### config.mk
export PLATFORM = sky130hd
export DESIGN_NAME = trace_capture_buffer
export DESIGN_NICKNAME = d
export VERILOG_FILES = /design/src/rtl/trace_pkg.sv /design/src/rtl/trace_ram.sv /design/src/rtl/trace_capture_buffer.sv
export SDC_FILE = /design/constraint.sdc
export NUM_CORES = 2
export LEC_CHECK = 0
export ABC_AREA = 1
export BUFFER_PORTS_ARGS = -buffer_cell sky130_fd_sc_hd__buf_2
export CORE_ASPECT_RATIO = 0.6
export CORE_MARGIN = 4
export CORE_UTILIZATION = 25
export CTS_CLUSTER_DIAMETER = 200
export DETAILED_ROUTE_END_ITERATION = 7
export SLEW_MARGIN = 20
export SYNTH_ARGS = -nofsm -noshare
export SYNTH_HDL_FRONTEND = slang
export SYNTH_SLANG_ARGS = --single-unit
### constraint.sdc
create_clock -name clock -period 24.9 [get_ports clock]
set_clock_uncertainty 0.05 [all_clocks]
set_input_delay 2.49 -clock clock [delete_from_list [all_inputs] [get_ports clock]]
set_output_delay 2.49 -clock clock [all_outputs]
set_load 0.03 [all_outputs]
### src/rtl/trace_pkg.sv
`default_nettype none
// ============================================================================
//  Module   : trace_pkg
//  Brief    : Shared encodings and width helper for the trace capture buffer.
//  Revision : 1.0  initial release
// ============================================================================
package trace_pkg;

  // Capture FSM states; the encoding is visible on the status port.
  typedef enum logic [1:0] {
    ST_IDLE    = 2'd0,
    ST_CAPTURE = 2'd1,
    ST_POST    = 2'd2,
    ST_DONE    = 2'd3
  } state_t;

  // Capture modes; the fourth encoding is reserved and treated as wrap.
  localparam logic [1:0] MODE_WRAP = 2'd0;
  localparam logic [1:0] MODE_STOP = 2'd1;
  localparam logic [1:0] MODE_TRIG = 2'd2;

  // Width of one stored entry: {pc, instr, watch channels}.
  function automatic int entry_w(input int xlen, input int num_watch);
    return xlen + 32 + num_watch * xlen;
  endfunction

endpackage : trace_pkg
`default_nettype wire

### src/rtl/trace_ram.sv
`default_nettype none
// ============================================================================
//  Module   : trace_ram
//  Brief    : DEPTH x WIDTH entry storage, synchronous write, async read.
//  Revision : 1.0  initial release
// ============================================================================
module trace_ram #(
  parameter int DEPTH = 16,
  parameter int WIDTH = 256,
  localparam int AW   = $clog2(DEPTH)
) (
  input  logic             clk,
  input  logic             i_we,
  input  logic [AW-1:0]    i_waddr,
  input  logic [WIDTH-1:0] i_wdata,
  input  logic [AW-1:0]    i_raddr,
  output logic [WIDTH-1:0] o_rdata
);

  // Contents are never reset; readers only look at entries they wrote.
  logic [WIDTH-1:0] r_mem [DEPTH];

  // Write port: store one entry per enabled cycle.
  always_ff @(posedge clk) begin
    if (i_we) begin
      r_mem[i_waddr] <= i_wdata;
    end
  end

  // Show-ahead read: data follows the address with no clock latency.
  assign o_rdata = r_mem[i_raddr];

endmodule : trace_ram
`default_nettype wire

### src/rtl/trace_capture_buffer.sv
`default_nettype none
// ============================================================================
//  Module   : trace_capture_buffer
//  Brief    : Instruction/register trace capture with wrap, stop-on-full and
//             PC-trigger modes, drained through a valid/ready readout port.
//  Revision : 1.0  initial release
// ============================================================================
module trace_capture_buffer
  import trace_pkg::*;
#(
  parameter int XLEN      = 32,
  parameter int DEPTH     = 16,
  parameter int NUM_WATCH = 6,
  parameter int POST_TRIG = 8,
  localparam int ENTRY_W  = entry_w(XLEN, NUM_WATCH),
  localparam int CNT_W    = $clog2(DEPTH + 1)
) (
  input  logic                      clock,
  input  logic                      reset,
  input  logic                      cap_en,
  input  logic                      arm,
  input  logic                      stop,
  input  logic [1:0]                mode,
  input  logic [XLEN-1:0]           pc_in,
  input  logic [31:0]               instr_in,
  input  logic [NUM_WATCH*XLEN-1:0] watch_in,
  input  logic [XLEN-1:0]           trig_pc,
  output logic                      rd_valid,
  input  logic                      rd_ready,
  output logic [ENTRY_W-1:0]        rd_data,
  output logic [1:0]                state,
  output logic [CNT_W-1:0]          count,
  output logic                      overflow,
  output logic                      triggered
);

  localparam int AW = $clog2(DEPTH);

  state_t           r_state;
  state_t           w_next_state;
  logic [AW-1:0]    r_wr_ptr;
  logic [AW-1:0]    r_rd_ptr;
  logic [CNT_W-1:0] r_count;
  logic [CNT_W-1:0] r_post_cnt;
  logic             r_overflow;
  logic             r_triggered;
  logic [1:0]       r_mode;

  logic             w_active;
  logic             w_wr;
  logic             w_full;
  logic             w_trig_hit;
  logic             w_rd_valid;
  logic             w_pop;
  logic [ENTRY_W-1:0] w_rdata;

  // Entry storage; arm discards any write in the same cycle since the
  // pointers are being cleared anyway.
  trace_ram #(
    .DEPTH (DEPTH),
    .WIDTH (ENTRY_W)
  ) u_ram (
    .clk     (clock),
    .i_we    (w_wr),
    .i_waddr (r_wr_ptr),
    .i_wdata ({pc_in, instr_in, watch_in}),
    .i_raddr (r_rd_ptr),
    .o_rdata (w_rdata)
  );

  // Per-cycle event decode and next-state selection (arm has top priority).
  always_comb begin
    w_active     = (r_state == ST_CAPTURE) || (r_state == ST_POST);
    w_wr         = w_active && cap_en && !arm;
    w_full       = (r_count == CNT_W'(DEPTH));
    w_trig_hit   = w_wr && (r_state == ST_CAPTURE) && (r_mode == MODE_TRIG) &&
                   (pc_in == trig_pc);
    w_rd_valid   = (r_state == ST_DONE) && (r_count != '0);
    w_pop        = w_rd_valid && rd_ready && !arm;
    w_next_state = r_state;
    case (r_state)
      ST_IDLE: begin
        if (arm) w_next_state = ST_CAPTURE;
      end
      ST_CAPTURE: begin
        if (arm)
          w_next_state = ST_CAPTURE;
        else if (stop)
          w_next_state = ST_DONE;
        else if (w_wr && (r_mode == MODE_STOP) && (r_count == CNT_W'(DEPTH - 1)))
          w_next_state = ST_DONE;
        else if (w_trig_hit)
          w_next_state = (POST_TRIG == 0) ? ST_DONE : ST_POST;
      end
      ST_POST: begin
        if (arm)
          w_next_state = ST_CAPTURE;
        else if (stop)
          w_next_state = ST_DONE;
        else if (w_wr && (r_post_cnt == CNT_W'(1)))
          w_next_state = ST_DONE;
      end
      ST_DONE: begin
        if (arm)
          w_next_state = ST_CAPTURE;
        else if (w_pop && (r_count == CNT_W'(1)))
          w_next_state = ST_IDLE;
      end
      default: w_next_state = ST_IDLE;
    endcase
  end

  // State register.
  always_ff @(posedge clock) begin
    if (reset) r_state <= ST_IDLE;
    else       r_state <= w_next_state;
  end

  // Pointers, occupancy, post-trigger countdown and sticky status flags.
  always_ff @(posedge clock) begin
    if (reset) begin
      r_wr_ptr    <= '0;
      r_rd_ptr    <= '0;
      r_count     <= '0;
      r_post_cnt  <= '0;
      r_overflow  <= 1'b0;
      r_triggered <= 1'b0;
      r_mode      <= MODE_WRAP;
    end else if (arm) begin
      r_wr_ptr    <= '0;
      r_rd_ptr    <= '0;
      r_count     <= '0;
      r_post_cnt  <= '0;
      r_overflow  <= 1'b0;
      r_triggered <= 1'b0;
      r_mode      <= mode;
    end else begin
      if (w_wr) begin
        r_wr_ptr <= r_wr_ptr + AW'(1);
        // A write into a full buffer evicts the oldest entry.
        if (w_full) begin
          r_rd_ptr   <= r_rd_ptr + AW'(1);
          r_overflow <= 1'b1;
        end else begin
          r_count <= r_count + CNT_W'(1);
        end
      end
      if (w_trig_hit) begin
        r_triggered <= 1'b1;
        r_post_cnt  <= CNT_W'(POST_TRIG);
      end else if (w_wr && (r_state == ST_POST)) begin
        r_post_cnt <= r_post_cnt - CNT_W'(1);
      end
      if (w_pop) begin
        r_rd_ptr <= r_rd_ptr + AW'(1);
        r_count  <= r_count - CNT_W'(1);
      end
    end
  end

  assign rd_valid  = w_rd_valid;
  assign rd_data   = w_rdata;
  assign state     = r_state;
  assign count     = r_count;
  assign overflow  = r_overflow;
  assign triggered = r_triggered;

endmodule : trace_capture_buffer
`default_nettype wire

==> flow_metrics.env <==
export IMPL_p_total_w=0.0143
export IMPL_vias=99900
export IMPL_io_buffers=561
export IMPL_clkLatencyLatePin_ns=1.00
export IMPL_cp_buffers_inverters=7
export IMPL_drt_initial_drc_count=12400
export IMPL_period_needed_ns=10.43
export IMPL_fmax_mhz=95.9
export IMPL_crit_slowest_cell="buf_4"
export IMPL_switching_power_w=0.00312
export IMPL_syn_cell_area_mm2=0.159
export IMPL_worstPathArrival_ns=7.89
export IMPL_clockBufferDepth=5
export IMPL_r2r_start="state[0]"
export IMPL_post_route_period_util_pct=41.9
export IMPL_final_max_slew_viol_count=0
export IMPL_peakVddDrop_mv=0.0729
export IMPL_p_sw_share_pct=21.9
export IMPL_ys_warn_count=0
export IMPL_cp_max_fo=180
export IMPL_synth_ff_type="edfxtp_1"
export IMPL_timing_slew_headroom_pct=18.5
export IMPL_wire_per_inst_um=23.5
export IMPL_routabilityCongestion=0.753
export IMPL_setup_violations=0
export IMPL_synth_distinct_cells=35
export IMPL_p_leak_nw=57.7
export IMPL_worstMarginPinSlew_ns=1.22
export IMPL_ctsResizeCount=0
export IMPL_grt_pass1_wl_um=684000
export IMPL_power_density_mw_per_mm2=77.7
export IMPL_grt_overflow_total=0
export IMPL_synth_top_cell_by_area="edfxtp_1"
export IMPL_syn_inst=11300
export IMPL_p_clk_share_pct=41.4
export IMPL_pin_count=562
export IMPL_num_rows=226
export IMPL_syn_nets=11600
export IMPL_grt_use_total_pct=14.0
export IMPL_min_delay_start="r_mode[0]"
export IMPL_syn_avg_cell_area_um2=14.1
export IMPL_layout_nets=12000
export IMPL_fin_setup_tns_ns=0
export IMPL_stdcell_area_mm2=0.184
export IMPL_critical_path_max_stage_delay_ns=0.87
export IMPL_hold_class="flip-flop to flip-flop"
export IMPL_clock_sink_count=4124
export IMPL_r2r_slack_ns=18.65
export IMPL_htreeDepth=5
export IMPL_numCtsBuffers=397
export IMPL_seq_power_share_pct=54.2
export IMPL_area_delta_synth_final_pct=15.2
export IMPL_grt_pass1_vias=93300
export IMPL_rsz0062_at_grt="no"
export IMPL_cts_tree="built"
export IMPL_end_kind="output port"
export IMPL_root_buffer="clkbuf_16"
export IMPL_fp_dieArea_mm2=0.651
export IMPL_cpMostUsedCell="buf_4"
export IMPL_nFillCells=63300
export IMPL_yosysTopAreaCellShare_pct=77.2
export IMPL_pwr_share_comb_pct=4.4
export IMPL_ant_nets=0
export IMPL_crit_type="flip-flop to output port"
export IMPL_hold_viol=0
export IMPL_core_mm2=0.633
export IMPL_drc=0
export IMPL_path_delay_family="buffers and inverters"
export IMPL_seq_area_frac_synth_pct=77.6
export IMPL_clk_pin_slew_ns=0.06
export IMPL_grt_start_max_net_pins=276
export IMPL_dr_pass1_iters=6
export IMPL_viasPerCell=4.89
export IMPL_crit_required_ns=22.36
export IMPL_die_h_um=626
export IMPL_place_area_mm2=0.171
export IMPL_antenna_found_initial=105
export IMPL_intPower_w=0.0111
export IMPL_holdWs_ns=0.422
export IMPL_synth_seq_cells=4124
export IMPL_synthTopCellsByArea="edfxtp_1 (77%), o21ai_0 (6.6%), nor2_1 (5.4%)"
export IMPL_start_util_pct=25.2
export IMPL_postCtsHoldBufs=0
export IMPL_postCtsSetupRepairBufs=0
export IMPL_hpwl_um=257000
export IMPL_drive_gt1_share_pct=11.3
export IMPL_die_width_um=1040
export IMPL_maxCapViolCount=0
export IMPL_start_kind="flip-flop"
export IMPL_async_flop_share_pct=0
export IMPL_routed_wl_um=481000
export IMPL_synth_edf_count=4096
export IMPL_path_cells="buf_12, buf_4, buf_4, buf_4, buf_12, buf_4, o21ai_0, o22ai_1, o211ai_1, nand2_1, buf_2"
export IMPL_outcome="finished, final reports clean"
==> through the flow <==
step           std cells  setup slack [ns]  utilization, %
2_1_floorplan      11300             10.35               -
3_3_place_gp       19700             15.67            27.0
3_5_place_dp       19700             15.64            27.0
4_1_cts            20400             14.54            29.0
5_1_grt            20400             13.97            29.0
6_report           20400             14.47            29.0
==> cells by family (layout without fill, tap and decap cells) <==
logic type	after synthesis	after routing	share of synthesized area, %
fa+ha+maj	17	17	0.134
flops	4124	4124	77.6
xor+xnor	23	23	0.126
mux	14	14	0.0880
simple gates	2659	2659	6.39
compound gates	3565	3565	13.2
other cells	0	48	0
buf+inv	909	1550	2.53
==> registers in the layout, summed over array words and instances, names as in the netlist, named ones only <==
name,count
u_ram.r_mem,4096
count,5
r_post_cnt,5
r_rd_ptr,4
r_wr_ptr,4
r_mode,2
state,2
overflow,1
triggered,1
==> path summary, 6_finish.rpt <==
path                               end  cells after the start
hold reg to reg              r_mode[0]                      2
setup / recovery          rd_data[177]                     11
setup reg to reg  u_ram.r_mem[13][173]                     11
hold / removal               r_mode[0]                      2
==> area by class of cell <==
| cell class | instances | area (um^2) | area share (%) |
|---|---|---|---|
| antenna | 48 | 120 | 0.0654 |
| tap | 8436 | 10600 | 5.75 |
| multi-input combinational | 6278 | 31900 | 17.4 |
| sequential | 4124 | 124000 | 67.3 |
| timing repair buffer | 794 | 4810 | 2.62 |
| clock buffer | 494 | 10400 | 5.68 |
| inverter | 58 | 267 | 0.145 |
| clock inverter | 204 | 1900 | 1.03 |
==> routing by layer <==
layer,global-route usage [%],vias to the layer above,part of all wire (%)
li1,-,44000,-
met1,20.9,50800,46
met2,21.0,4442,44
met3,2.63,697,8.0
met4,3.62,18,2.3
met5,0,-,0.024
==> cell usage in the layout, fill, tap and decap left out, drive strengths merged, types with 152 or more instances in the layout <==
cell type	netlist	final
o211ai	182	182
o221ai	487	487
o21ai	2242	2242
clkbuf	516	494
clkinv	0	152
nand2	238	238
nor2	2277	2277
o22ai	601	601
buf	335	794
edfxtp	4096	4096
==> worst reg2reg max path, stage by stage, from the launching register on <==
cell	delay, ns
dfxtp_1	0.42
inv_1	0.13
ha_1	0.29
nand2_1	0.14
nor2_2	0.12
buf_4	0.32
nand2_1	0.34
nor2_4	0.84
buf_4	0.75
buf_4	0.78
buf_4	0.83
buf_4	0.73
==> power groups by stage <==
stage | Combinational [W] | Sequential (W) | Clock (W)
6_report | 0.000624 | 0.00773 | 0.00591
5_1_grt | 0.000672 | 0.00773 | 0.00633
4_1_cts | 0.000634 | 0.00773 | 0.00604
3_5_place_dp | 0.000633 | 0.00788 | 0
3_3_place_gp | 0.000626 | 0.00788 | 0
2_1_floorplan | 0.000296 | 0.00792 | 0
==> cell usage after synthesis (2+ instances only) <==
cell      count
dfxtp_1      28
ha_1         17
o21ai_0    2107
nand2_1     238
inv_1        56
buf_1        17
nor2_1     2274
buf_2       257
o31ai_1       3
o21a_1        5
xor2_1       14
edfxtp_1   4096
buf_4        44
nor3_1        4
o22ai_1     601
o32ai_1      25
nor2_2        2
buf_6        17
mux2i_1      14
o211ai_1    182
nand4_1       4
o221ai_1    487
nand3_1     133
clkbuf_1    516
xnor2_1       9
o21ai_1     135
a21oi_1      18
Power figures use the tool's default switching activity.
